[config.mk]
export PLATFORM = sky130hd
export DESIGN_NAME = uart_rx_fifo
export DESIGN_NICKNAME = d
export VERILOG_FILES = /design/src/rtl/uart_rx_fifo.sv
export SDC_FILE = /design/constraint.sdc
export NUM_CORES = 1
export LEC_CHECK = 0
export BUFFER_PORTS_ARGS = -buffer_cell sky130_fd_sc_hd__buf_2
export CAP_MARGIN = 10
export CORE_UTILIZATION = 25
export DETAILED_ROUTE_END_ITERATION = 10
export REMOVE_ABC_BUFFERS = 1
export SLEW_MARGIN = 30
export SYNTH_ARGS = -nofsm -noshare
export SYNTH_HDL_FRONTEND = slang
export SYNTH_SLANG_ARGS = --single-unit
[constraint.sdc]
create_clock -name clk_i -period 3.5 [get_ports clk_i]
set_input_delay 0.875 -clock clk_i [delete_from_list [all_inputs] [get_ports clk_i]]
set_output_delay 0.875 -clock clk_i [all_outputs]
set_load 0.02 [all_outputs]
[src/rtl/uart_rx_fifo.sv]
// Receive-side FIFO behind the UART receiver: captures bytes on the end-of-reception
// strobe and presents them first-word-fall-through, with fill-level and sticky overrun flags.
module uart_rx_fifo #(
  parameter int DataWidth       = 8,
  parameter int Depth           = 16,
  parameter int AlmostFullLevel = 12
) (
  input  logic                       clk_i,
  input  logic                       rst_i,
  input  logic                       wr_en_i,
  input  logic [DataWidth-1:0]       din_i,
  output logic [DataWidth-1:0]       dout_o,
  output logic                       dout_valid_o,
  input  logic                       dout_ready_i,
  output logic [$clog2(Depth):0]     count_o,
  output logic                       empty_o,
  output logic                       full_o,
  output logic                       almost_full_o,
  output logic                       overflow_o,
  input  logic                       clr_ovf_i
);

  localparam int PtrW = $clog2(Depth);
  localparam int CntW = PtrW + 1;

  logic [DataWidth-1:0] r_mem [Depth];
  logic [PtrW-1:0]      r_wr_ptr;
  logic [PtrW-1:0]      r_rd_ptr;
  logic [CntW-1:0]      r_count;
  logic                 r_overflow;

  logic w_valid;
  logic w_full;
  logic w_pop;
  logic w_push;
  logic w_overrun;

  // Status is decoded only from the registered count, so no input reaches an output combinationally.
  assign w_valid   = (r_count != '0);
  assign w_full    = (r_count == CntW'(Depth));
  assign w_pop     = w_valid && dout_ready_i;
  assign w_push    = wr_en_i && (!w_full || w_pop);
  assign w_overrun = wr_en_i && w_full && !w_pop;

  assign dout_o        = r_mem[r_rd_ptr];
  assign dout_valid_o  = w_valid;
  assign count_o       = r_count;
  assign empty_o       = !w_valid;
  assign full_o        = w_full;
  assign almost_full_o = (r_count >= CntW'(AlmostFullLevel));
  assign overflow_o    = r_overflow;

  // NOTE: storage has no reset; pointers and count define which entries are live, and a
  // resettable array would block RAM inference.
  always_ff @(posedge clk_i) begin
    if (w_push && !rst_i) begin
      r_mem[r_wr_ptr] <= din_i;
    end
  end

  always_ff @(posedge clk_i) begin
    if (rst_i) begin
      r_wr_ptr   <= '0;
      r_rd_ptr   <= '0;
      r_count    <= '0;
      r_overflow <= 1'b0;
    end else begin
      if (w_push) r_wr_ptr <= r_wr_ptr + PtrW'(1);
      if (w_pop)  r_rd_ptr <= r_rd_ptr + PtrW'(1);

      if (w_push && !w_pop)      r_count <= r_count + CntW'(1);
      else if (w_pop && !w_push) r_count <= r_count - CntW'(1);

      // A new overrun outranks a clear requested in the same cycle.
      if (w_overrun)      r_overflow <= 1'b1;
      else if (clr_ovf_i) r_overflow <= 1'b0;
    end
  end

endmodule
## Word level (Yosys, flattened, before mapping)

Memories as Yosys holds them, arrays and structs flattened. A register that Yosys moved wholly into a read port is not among the register bits.
Index checks and enable logic that the tools add are counted.

- Bits in registers: 14
- Bits in writable memories: 128
- Input port bits: 13
- Output and inout bits: 18
- Word-level logic and storage cells: 35
- Memories: 1

- $add $sub $neg: 4
- Order comparisons: 1
- Equal/unequal tests: 1
- Muxes and demuxes: 8
- Reductions and logical operators: 16

Memory list:

| name | depth | bits a word | rd ports | clocked after memory_dff | write ports | line | text |
|---|---|---|---|---|---|---|---|
| r_mem | 16 | 8 | 1 | 1 | 1 | 26 | `logic [DataWidth-1:0] r_mem [Depth];` |

Operator list:

| kind | number |
|---|---|
| $mux W5 | 2 |
| $add A4 B1 Y4 const B | 2 |
| $mux W4 | 2 |
| $logic_and A1 B1 Y1 | 7 |
| $add A5 B1 Y5 const B | 1 |
| $eq A5 B5 Y1 const B | 1 |
| $ge A5 B4 Y1 const B | 1 |
| $logic_not A1 Y1 | 5 |
| $reduce_bool A5 Y1 | 1 |
| $sub A5 B1 Y5 const B | 1 |
| $mux W1 | 4 |
| $reduce_bool A2 Y1 | 2 |
| $logic_or A1 B1 Y1 | 1 |

## Logic depth before layout (Yosys ltp)

- Depth after elaboration: 8
- Depth in mapped cells: 10
- Gate-level depth less buffers: 10

## Worst setup path after synthesis

No wires, ideal clock.

- Kind: reg2reg
- From: reg r_count[0], in the netlist count_o[0]
- To: reg r_count[4], in the netlist count_o[4]
- Library setup time: 121 ps
- Arrival time: 2676 ps
- Required time: 3379 ps
- Slack: 703 ps
- Stages on the path, launching flop included: 11
- Buffers on the path: 0
- Clock period less this slack: 2797 ps
- Cells stage by stage: dfxtp_1 or4_4 o31ai_4 inv_1 ha_1 inv_1 ha_1 a21oi_1 a211oi_1 a31oi_1 mux2_2

- Longest elaborated chain between the ends: 7
- Elaborated cells between the ends (all ways): 15
- Classes of those cells: add/sub: 2; eq/ne: 1; mux: 2; reduce/logical: 10

RTL lines:

| element | line | text |
|---|---|---|
| start, declared | 29 | `logic [CntW-1:0] r_count;` |
| start signal, assigned | 71 | `if (w_push && !w_pop) r_count <= r_count + CntW'(1);` |
| start signal, assigned | 72 | `else if (w_pop && !w_push) r_count <= r_count - CntW'(1);` |
| branches (longest 7 deep; another with $sub A5 B1 Y5) | - |  |

Parallel ways; which one is timed is not known. The select of a mux whose other input is x is not followed.
A chain may end at the register's enable or synchronous reset.

==> impl_metrics.ini <==
[logic_synthesis]
synth-async-reset-ratio_pct = 0
synth_cell_types = 33
syn_inst = 325
yosys-top-cells-area = edfxtp_1, mux4_2, dfxtp_1
synth_area_um2 = 5811
synth-seq-area-share_pct = 72.35
synth-seq-cells = 146
synth.top_cell.area_share_pct = 66.15
yosys_warnings = 0
yosysTopAreaCell = edfxtp_1
synth_edf_count = 128
avgSynthCellArea_um2 = 17.88
synth_flop_cell = edfxtp_1

[critical_path]
cp_num_buf_inv = 2
worstRegToRegCells = 10
required_ps = 2620
r2r_slack_ps = 550
worstPathCellList = buf_12 > mux4_2 > a22oi_1 > nand2_1 > buf_2
crit_fanout = 26
r2r_start = count_o[0]$_SDFFE_PP0P_
arrival_ps = 2260
worstSetupStartpointType = flop
crit_slowest_cell = mux4_2
path_class = flop to output port
reg2reg_to = count_o[4]$_SDFFE_PP0P_
critPathCaptureType = output port
path_delay_family = multiplexers
slowest_delay_ps = 540

[clock_network]
postCtsSetupRepairBufs = 0
cts_buffers = 17
root_buffer = clkbuf_16
postCtsHoldBufs = 0
h-tree-depth = 4
cts_buffer_depth = 2
cts_tree = built
post_cts_resized = 0
clock_latency_ps = 410
clock_sinks = 146
clk_pin_slew_worst_paths_ps = 60

[floorplan]
die_x_um = 154.5
pin_count = 31
design.core.area_um2 = 22710
die_y_um = 154.5
start_util_pct = 25.59
rows = 55
fp.dieArea_um2 = 23860

[placed_design]
hpwl_um = 7796
gp_congestion = 0.7539
placed_area_um2 = 6427
io_buffers = 30

[route]
drt_iter0_markers = 241
drt_pass1_iterations = 4
route.vias.total = 3103
route.detailed.drc = 0
vias_per_cell = 4.570
drt-total-wl_um = 12370
wire_per_inst_um = 18.22
ant_nets = 0

[job]
max_cap_viol_count = 0

[power_and_ir_drop]
irDropWorstVdd_uv = 406.6
p_total_mw = 5.105
p_leak_nw = 2.375
power_density_nw_per_um2 = 720.9

[finish]
final_core_util_pct = 31.18
drive_above_1_share_pct = 29.70
final_nets = 405
antennaDiodeCount = 0
fin_area_um2 = 7082
area_delta_synth_final_pct = 21.88

[timing]
fin_crit_sh_pct = 89.46
rsz0062_at_grt = no
hold_slack_ps = 516.7
finalMaxSlewViolations = 0
timing.fmax_ghz = 0.3194
hold_viol_final = 0
slew_headroom_pct = 42.64
finClkSkew_ps = 7.804
tns_ps = 0
finalSetupViolCount = 0
worstMarginPinSlew_ps = 858.6
period_needed_ps = 3131

[global_route]
grt_use_total_pct = 11.00
met1_usage_pct = 14.54
met2_usage_pct = 17.13
grt_max_degree = 33
busiest_layer = met2
grt_pass1_wl_um = 18990
overflow = 0
grt_pass1_vias = 3216
grt_use_met3_pct = 2.970
antenna_found_initial = 1

[worst_hold_path]
hold_end = r_wr_ptr[1]$_SDFFE_PP0N_
min_from = r_wr_ptr[1]$_SDFFE_PP0N_
hp-class = flop to flop
worst_hold_path.num_cells = 2

[status]
outcome = finished clean
==> worst max-delay path by stage <==
stage / endpoint / depth (start not counted)
detailed placement: count_o[4]$_SDFFE_PP0P_ / 10
global route: dout_o[7] / 5
floorplan: dout_o[0] / 3
finish: dout_o[7] / 5
CTS: dout_o[7] / 5
global placement: count_o[4]$_SDFFE_PP0P_ / 10
==> per-layer routing <==
layer / part of all wire (%) / vias to the layer above
met2: 46 / 80
li1: - / 1402
met3: 5.5 / 17
met5: 0.065 / -
met4: 1.7 / 2
met1: 46 / 1602
==> cell usage after synthesis (all sizes together) (2+ instances only) <==
library cell	count
edfxtp	128
nand3	6
nor3	5
nand2	18
o31ai	2
a211oi	2
clkbuf	6
ha	10
o21ai	2
xnor2	4
inv	9
a31oi	2
dfxtp	18
a21oi	6
buf	7
a22oi	16
xor2	4
nor2	30
nor2b	5
nand3b	4
mux4	32
or4	2
==> worst min-delay path, stage by stage (launching register included) <==
cell	delay (ps)
dfxtp_1	340
nand2_1	70
a21oi_1	60
==> cell type report <==
cell class / instances / area [µm²]
Timing Repair Buffer: 50 / 312.8
Fill cell: 2200 / 15630
Multi-Input combinational cell: 157 / 1519
Clock buffer: 19 / 432.9
Sequential cell: 146 / 4205
Tap cell: 285 / 356.6
Clock inverter: 13 / 221.5
Inverter: 9 / 33.78
==> stage by stage <==
stage / std cells / setup WS, ps
after floorplan: 312 / 193.7
after global placement: 647 / 520.5
after detailed placement: 647 / 431.9
after CTS: 679 / 294.0
after global routing: 679 / 189.4
final: 679 / 368.7
==> layout by cell type, fill, tap and decap left out, types with 6 or more instances in the layout <==
master and count:
mux4_2 32, edfxtp_1 128, a21oi_1 6, buf_2 30, dfxtp_1 17, nand2_1 18, a22oi_1 16, clkbuf_16 17
nor2_1 30, inv_1 9, ha_1 10, nand3_1 6, buf_4 19
==> flip-flops by register name (all words and copies together), names as in the netlist, named ones only <==
signal and count:
overflow_o 1, r_mem 128, count_o 5, r_wr_ptr 4, r_rd_ptr 4
==> where the power goes <==
part	leakage [nW]	internal, mW	switching (mW)
clock	0.315	1.28	0.722
sequential	1.30	1.96	0.0772
combinational	0.760	0.499	0.570
total	2.38	3.74	1.37
==> kinds of logic after synthesis <==
group,share of synthesized area (%)
flops,72.35
simple gates,5.750
mux,12.77
compound gates,3.919
buf+inv,1.507
fa+ha+maj,2.498
xor+xnor,1.206
Note: power is estimated with default switching activity, not from simulation.
